<file path="src/rtl/axis_frame_source.sv">
`default_nettype none
// ============================================================================
// Module   : axis_frame_source
// Purpose  : AXI4-Stream video test-frame source. Emits raster-ordered frames
//            of IMG_W x IMG_H pixels with tuser on the first pixel and tlast
//            on the last one, honouring tready backpressure. Four pixel
//            patterns (constant, index, coordinates, LFSR) and an optional
//            frame count.
// Ports    : Clock, Rst_n (sync, active-low)
//            start/stop     - run control pulses
//            mode/const_val/num_frames - run configuration, latched on start
//            m_axis_*       - AXI4-Stream master (tvalid/tdata/tstrb/tlast/
//                             tuser out, tready in)
//            busy           - high while a run is in progress (RUN or GAP)
//            frame_done     - pulse the cycle after each tlast handshake
// Revision : 1.0 - initial release
// ============================================================================
module axis_frame_source #(
  parameter int DATA_WIDTH = 32,
  parameter int IMG_W      = 640,
  parameter int IMG_H      = 480,
  parameter int GAP_CYCLES = 2
) (
  input  logic                    Clock,
  input  logic                    Rst_n,
  input  logic                    start,
  input  logic                    stop,
  input  logic [1:0]              mode,
  input  logic [DATA_WIDTH-1:0]   const_val,
  input  logic [7:0]              num_frames,
  output logic                    m_axis_tvalid,
  output logic [DATA_WIDTH-1:0]   m_axis_tdata,
  output logic [DATA_WIDTH/8-1:0] m_axis_tstrb,
  output logic                    m_axis_tlast,
  output logic                    m_axis_tuser,
  input  logic                    m_axis_tready,
  output logic                    busy,
  output logic                    frame_done
);

  localparam logic [15:0] c_X_LAST    = 16'(IMG_W - 1);
  localparam logic [15:0] c_Y_LAST    = 16'(IMG_H - 1);
  localparam int          c_GAP_W     = (GAP_CYCLES > 1) ? $clog2(GAP_CYCLES) : 1;
  localparam logic [c_GAP_W-1:0] c_GAP_LAST =
      c_GAP_W'((GAP_CYCLES > 0) ? GAP_CYCLES - 1 : 0);
  localparam logic [31:0] c_LFSR_TAPS = 32'h8020_0003;
  localparam logic [31:0] c_LFSR_SEED = 32'hACE1_0001;

  typedef enum logic [1:0] {
    IDLE = 2'd0,
    RUN  = 2'd1,
    GAP  = 2'd2
  } state_t;

  state_t                 r_state;
  state_t                 w_state_nxt;
  logic [15:0]            r_x;
  logic [15:0]            r_y;
  logic [DATA_WIDTH-1:0]  r_idx;
  logic [31:0]            r_lfsr;
  logic [7:0]             r_frame_cnt;
  logic [c_GAP_W-1:0]     r_gap_cnt;
  logic                   r_stop_pend;
  logic                   r_frame_done;
  logic [1:0]             r_mode;
  logic [DATA_WIDTH-1:0]  r_const;
  logic [7:0]             r_num_frames;

  logic                   w_valid;
  logic                   w_hs;
  logic                   w_last_beat;
  logic                   w_frame_end;
  logic                   w_stop_now;
  logic                   w_count_done;
  logic                   w_gap_end;
  logic [31:0]            w_lfsr_step;
  logic [31:0]            w_coord;
  logic [DATA_WIDTH-1:0]  w_pixel;

  assign w_valid      = (r_state == RUN);
  assign w_hs         = w_valid & m_axis_tready;
  assign w_last_beat  = (r_x == c_X_LAST) && (r_y == c_Y_LAST);
  assign w_frame_end  = w_hs & w_last_beat;
  // A stop arriving on the very edge of the decision counts as pending.
  assign w_stop_now   = r_stop_pend | stop;
  assign w_count_done = (r_num_frames != 8'd0) && ((r_frame_cnt + 8'd1) == r_num_frames);
  assign w_gap_end    = (r_state == GAP) && (r_gap_cnt == c_GAP_LAST);

  // Galois form: shift right, fold the taps in when a one falls out.
  assign w_lfsr_step  = {1'b0, r_lfsr[31:1]} ^ (r_lfsr[0] ? c_LFSR_TAPS : 32'h0);
  assign w_coord      = {r_y, r_x};

  // ---------------------------------------------------------------- FSM
  always_ff @(posedge Clock) begin
    if (!Rst_n) r_state <= IDLE;
    else        r_state <= w_state_nxt;
  end

  always_comb begin
    w_state_nxt = r_state;
    case (r_state)
      IDLE: if (start) w_state_nxt = RUN;
      RUN: begin
        if (w_frame_end) begin
          if (w_stop_now || w_count_done) w_state_nxt = IDLE;
          else if (GAP_CYCLES > 0)        w_state_nxt = GAP;
          else                            w_state_nxt = RUN;
        end
      end
      GAP: if (w_gap_end) w_state_nxt = w_stop_now ? IDLE : RUN;
      default: w_state_nxt = IDLE;
    endcase
  end

  // ----------------------------------------------------------- datapath
  always_ff @(posedge Clock) begin
    if (!Rst_n) begin
      r_x          <= '0;
      r_y          <= '0;
      r_idx        <= '0;
      r_lfsr       <= '0;
      r_frame_cnt  <= '0;
      r_gap_cnt    <= '0;
      r_stop_pend  <= 1'b0;
      r_frame_done <= 1'b0;
      r_mode       <= '0;
      r_const      <= '0;
      r_num_frames <= '0;
    end else begin
      r_frame_done <= w_frame_end;

      if (w_state_nxt == IDLE)             r_stop_pend <= 1'b0;
      else if ((r_state != IDLE) && stop)  r_stop_pend <= 1'b1;

      case (r_state)
        IDLE: begin
          if (start) begin
            r_mode       <= mode;
            r_const      <= const_val;
            r_num_frames <= num_frames;
            r_frame_cnt  <= '0;
            r_x          <= '0;
            r_y          <= '0;
            r_idx        <= '0;
            r_lfsr       <= c_LFSR_SEED;
          end
        end
        RUN: begin
          if (w_hs) begin
            if (w_last_beat) begin
              // Rewind for the next frame; every frame restarts the LFSR.
              r_x         <= '0;
              r_y         <= '0;
              r_idx       <= '0;
              r_lfsr      <= c_LFSR_SEED;
              r_frame_cnt <= r_frame_cnt + 8'd1;
              r_gap_cnt   <= '0;
            end else begin
              if (r_x == c_X_LAST) begin
                r_x <= '0;
                r_y <= r_y + 16'd1;
              end else begin
                r_x <= r_x + 16'd1;
              end
              r_idx  <= r_idx + DATA_WIDTH'(1);
              r_lfsr <= w_lfsr_step;
            end
          end
        end
        GAP: r_gap_cnt <= r_gap_cnt + c_GAP_W'(1);
        default: ;
      endcase
    end
  end

  // ------------------------------------------------------------ outputs
  // r_idx tracks y*IMG_W + x without a multiplier.
  always_comb begin
    w_pixel = r_const;
    case (r_mode)
      2'd0:    w_pixel = r_const;
      2'd1:    w_pixel = r_idx;
      2'd2:    w_pixel = w_coord[DATA_WIDTH-1:0];
      default: w_pixel = r_lfsr[DATA_WIDTH-1:0];
    endcase
  end

  // Payload is forced to zero whenever tvalid is low.
  assign m_axis_tvalid = w_valid;
  assign m_axis_tdata  = w_valid ? w_pixel : '0;
  assign m_axis_tstrb  = {(DATA_WIDTH/8){w_valid}};
  assign m_axis_tlast  = w_valid & w_last_beat;
  assign m_axis_tuser  = w_valid && (r_x == 16'd0) && (r_y == 16'd0);
  assign busy          = (r_state != IDLE);
  assign frame_done    = r_frame_done;

endmodule
`default_nettype wire

</file>
<file path="config.mk">
export PLATFORM = sky130hd
export DESIGN_NAME = axis_frame_source
export DESIGN_NICKNAME = d
export VERILOG_FILES = /design/src/rtl/axis_frame_source.sv
export SDC_FILE = /design/constraint.sdc
export NUM_CORES = 1
export LEC_CHECK = 0
export ABC_AREA = 1
export BUFFER_PORTS_ARGS = -buffer_cell sky130_fd_sc_hd__buf_4
export CORE_MARGIN = 3
export CORE_UTILIZATION = 30
export DETAILED_ROUTE_END_ITERATION = 10
export PLACE_DENSITY_LB_ADDON = 0.05
export SYNTH_ARGS = -nofsm -noshare
export SYNTH_HDL_FRONTEND = slang
export SYNTH_SLANG_ARGS = --single-unit
</file>
<file path="constraint.sdc">
create_clock -name Clock -period 1.7 [get_ports Clock]
set_input_delay 0.085 -clock Clock [delete_from_list [all_inputs] [get_ports Clock]]
set_output_delay 0.085 -clock Clock [all_outputs]
set_load 0.05 [all_outputs]
</file>
# Yosys cells after proc, flatten, opt, wreduce, memory -nomap -nowiden
# Cells that the tools add are included.
[totals] reg_bits=151 latchBits=0 ram_bits=0 mem_bits_ro=0 inputBits=47 output_inout_bits=41 word_cells=89 n_memories=0
[op_classes] n_addsub=5 multipliers=0 n_div=0 order_cmp=0 eq_ne=11 shifts=0 n_mux=33 n_bitwise=6 reduce_logical=22
[ops] cell="$mux W32" n=8
[ops] cell="$pmux W32 S2" n=2
[ops] cell="$mux W16" n=7
[ops] cell="$pmux W32 S3" n=1
[ops] cell="$pmux W16 S2" n=2
[ops] cell="$add A16 B1 Y16 const B" n=2
[ops] cell="$add A32 B1 Y32 const B" n=1
[ops] cell="$logic_not A16 Y1" n=2
[ops] cell="$xor A31 B32 Y32" n=1
[ops] cell="$mux W8" n=3
[ops] cell="$eq A16 B10 Y1 const B" n=1
[ops] cell="$eq A16 B9 Y1 const B" n=1
[ops] cell="$pmux W8 S2" n=1
[ops] cell="$add A8 B1 Y8 const B" n=1
[ops] cell="$eq A8 B8 Y1" n=1
[ops] cell="$mux W2" n=4
[ops] cell="$reduce_and A4 Y1" n=2
[ops] cell="$reduce_bool A8 Y1" n=1
[ops] cell="$logic_and A1 B1 Y1" n=6
[ops] cell="$logic_not A2 Y1" n=3
[ops] cell="$pmux W2 S3" n=1
[ops] cell="$reduce_and A3 Y1" n=2
[ops] cell="$reduce_bool A2 Y1" n=3
[ops] cell="$eq A2 B1 Y1 const B" n=2
[ops] cell="13 further kinds" n=19

# Depth between registers and ports, before layout
[depth] depth_word=9 ltp_mapped=14

# Worst setup path before layout
# No wires, ideal clock.
[synth_path] path_kind="flip-flop to output port" from="register r_state[0]" to="output m_axis_tuser" arrival_time_ns=2.323 t_required_ns=1.615 setup_slack_ns=-0.708 path_stages_with_launch=6 cell_sequence="dfxtp_1 -> inv_2 -> nor2_4 -> clkbuf_1 -> nand3_1 -> nor4_1"
[synth_between] elab_chain_cells=3
[synth_lines] element="start: declaration" line="55" rtl="state_t r_state;"
[synth_lines] element="start signal: assignment" line="96" rtl="else r_state <= w_state_nxt;"
[synth_lines] element="$eq A2 B1 Y1" line="80" rtl="assign w_valid = (r_state == RUN);"
[synth_lines] element="$logic_and A1 B1 Y1 (2 in a row)" line="193" rtl="assign m_axis_tuser = w_valid && (r_x == 16'd0) && (r_y == 16'd0);"
[synth_lines] element="end: declaration" line="35" rtl="output logic m_axis_tuser,"
# Every way passes these cells.

# Final worst setup path
[layout_path] from="register r_x[3]" to="output m_axis_tlast"
[layout_between] elab_chain_cells=3
[layout_lines] element="start: declaration" line="57" rtl="logic [15:0] r_x;"
[layout_lines] element="start signal: assignment" line="163" rtl="r_x <= r_x + 16'd1;"
[layout_lines] element="$eq A16 B10 Y1" line="82" rtl="assign w_last_beat = (r_x == c_X_LAST) && (r_y == c_Y_LAST);"
[layout_lines] element="$logic_and A1 B1 Y1" line="82"
[layout_lines] element="$and A1 B1 Y1" line="192" rtl="assign m_axis_tlast = w_valid & w_last_beat;"
[layout_lines] element="end: declaration" line="34" rtl="output logic m_axis_tlast,"
# Every way passes these cells.

==> summary.txt <==
I/O Pins: 88
Final period util: 1.29
I/O Buffers: 87
CTS clk-pin slew, worst paths: 0.07 ns
EDFF count, synth: 0
GRT Util Overall: 0.224
Crit. End Element: output port
Buf/Inv on CP: 2
Violations in the final reports: setup timing
Total Die Area: 0.0279 sq mm
Worst-path fanout max: 3
Initial antenna violation count: 0
Total chip power: 10.1 mW
Max-cap violations: 0
CORE AREA: 0.0253 sq mm
Final Critical Period: 2.19 ns
Layout Nets: 1541
Vias in the first global route: 8884
Synthesized cell area: 0.00779 sq mm
Mapped Avg Cell Area: 6.76 sq um
Initial Util: 0.308
TritonCTS clock tree: yes
Worst r2r dst: r_lfsr[16]
Area added between synthesis and finish: 71.6%
Routed WL per cell: 17.4 microns
Yosys top cell by area: dfxtp_1
Worst-Skew Late Latency: 0.43 ns
Hold Crit Depth: 5
Drt first-iter violations: 532
CP delay by family, top: simple AND/OR/NAND/NOR gates
Mapped Cells: 1152
Final instance area: 0.0134 sq mm
Reg2reg start: r_x[0]
Crit start category: flop
Std cell rows: 58
LEAKAGE: 5.63 nW
Worst Path Required: 1.62 ns
Area after DPL: 0.0102 sq mm
Worst IR Drop VDD: 0.000513 V
Final Max Slew Viols: 0
Routed Antenna Nets: 0
Skew final: 0.00965 ns
Final Wtd Congestion: 0.865
PwrDens: 758 mW/mm^2
CTS Root Cell: clkbuf_16
Relative slew slack: 0.645
Final core occ: 0.528
Total routed wirelength: 31900 microns
Clock Sinks: 151
Synth unique cells: 44
Unrepaired setup endpoints after global routing: true
Synth cell count leaders: nand2_1 (217), dfxtp_1 (151), inv_1 (140), nor2_1 (140), a21oi_1 (112)
Final WS setup: -0.493 ns
FF-to-FF setup slack: -0.38 ns
CP peak stage delay: 0.38 ns
Worst min-delay path category: in2reg
Ant diodes: 0
Sequential share of the synthesized area: 0.388
Vias: 8985
CTS Buf Count: 17
Largest net degree at the start of global routing: 55
Synth top area cells: dfxtp_1 (39%), nand2_1 (10%), a21oi_1 (7.2%)
Die W: 167 microns
Status: complete, but fails checks
DP HPWL: 22800 microns
Syn_nets: 1205
Vias per inst: 4.91
# DRC: 0
Final Hold Vio Count: 0
Synth top area share: 0.388
Synth Flop Type: dfxtp_1
Slew of the pin with the lowest slew margin: 0.532 ns
Share of layout cells above drive strength 1: 0.424
Source of the worst hold timing path: m_axis_tready
Slowest-stage cell, CP: dfxtp_1
Syn. warnings: 0
First-pass GRT wire length: 49400 microns
Hold EP: r_state[0]
Remaining Overflow, GRT: 0
H-Tree Depth: 4
Max Freq: 456 MHz
Async set or reset register ratio after synthesis: 0
Most common cell in the synthesized netlist: nand2_1
First drt pass iteration count: 7
Critical Path AT: 2.11 ns
Worst-path cell chain: nand2_1 > nor3_4 > nand2_2 > nor4_4 > buf_4 > nand4_1 > nor2_4 > buf_8
Die Span Y: 167 microns
CTS max path bufs: 2
Setup CP Type: reg2out
Register bit total from synthesis: 151
Reg2reg path depth: 15
Endpoints failing setup: 140
[worst max-delay path by stage]
stage	startpoint	endpoint	slack, ns	cells past startpoint
finish	r_x[3]	m_axis_tlast	-0.49	8
global route	r_x[0]	m_axis_tlast	-0.60	9
CTS	r_x[0]	m_axis_tlast	-0.53	9
detailed placement	r_x[0]	m_axis_tlast	-0.23	9
global placement	r_y[15]	r_frame_cnt[2]	-0.22	10
floorplan	r_state[0]	m_axis_tuser	-0.14	5
[layout make-up]
class	count	area [sq um]
Timing Repair inverter	2	18.8
Timing Repair Buffer	372	3460
Tap cell	330	413
Multi-Input combinational cell	791	5210
Clock buffer	18	439
Fill cell	2484	12000
Clock inverter	14	151
Sequential cell	151	3040
Inverter	153	634
[sequential cells by signal (all words and copies together), names as in the netlist]
name / flops
frame_done: 1
r_const: 32
r_frame_cnt: 8
r_gap_cnt: 1
r_idx: 32
r_lfsr: 32
r_mode: 2
r_num_frames: 8
r_state: 2
r_stop_pend: 1
r_x: 16
r_y: 16
[tightest hold or removal path, delay by kind of cell]
family	cells	cell delay, ns
buffers and inverters	2	0.21
AND/OR/NAND/NOR	2	0.17
AO/OA/AOI/OAI	1	0.13
[metal layers]
metal	share of wire	vias to the layer above	routed length, microns	GRT usage
met3	0.040	28	1280	0.0408
li1	-	4485	-	-
met5	0	-	0	0
met4	0.013	0	420	0.0484
met1	0.47	4279	15100	0.306
met2	0.47	193	15100	0.374
[logic make-up (layout without fill, tap and decap cells)]
logic type / after synthesis / count (layout) / synth area share
xor gates and xnor gates: 18 / 18 / 0.0202
DFF: 151 / 151 / 0.388
adders and majority gates: 6 / 6 / 0.00964
buffers and inverters: 210 / 559 / 0.107
AOI/OAI and AO/OA: 272 / 272 / 0.196
and+or+nand+nor: 495 / 495 / 0.279
[report_power, final]
group / internal [mW] / leakage (nW) / switching, mW / total [mW]
Combinational: 1.06 / 4.11 / 1.37 / 2.43
Clock: 2.01 / 0.289 / 1.87 / 3.89
Sequential: 3.67 / 1.23 / 0.144 / 3.81
[per-stage QoR]
step	hold WS (ns)	setup WS [ns]	std cells	setup TNS, ns
after global placement	0.339	-0.225	1703	-8.85
after global routing	0.202	-0.601	1831	-50.14
after CTS	0.166	-0.526	1824	-35.98
after detailed placement	0.342	-0.225	1703	-10.03
after floorplan	0.242	-0.137	1152	-0.206
final	0.187	-0.493	1831	-35.47
[cell usage in the layout, fill, tap and decap left out, types with 17 or more instances in the layout]
master	n
buf_4	235
nand2_1	154
clkbuf_16	17
nor3_1	23
nor2_1	117
buf_12	17
a21oi_1	68
inv_2	18
nand3_1	37
inv_1	124
nand2_4	40
nand4_1	19
buf_6	68
o21ai_2	30
xor2_1	17
dfxtp_1	140
o221ai_2	17
o21ai_0	61
dlygate4sd3_1	44
nand2_2	26
a21oi_2	40
[what timing repair did]
| action | CTS | global route |
|---|---|---|
| cloned | 9 | 2 |
| hold buffers | 44 | 0 |
| pin swaps | 69 | 72 |
| hold endpoints to repair | 43 | 0 |
| setup endpoints to repair | 151 | 161 |
| buffers inserted | 41 | 13 |
| resized for setup | 315 | 157 |
No activity file was read; power rests on OpenSTA's default activity.
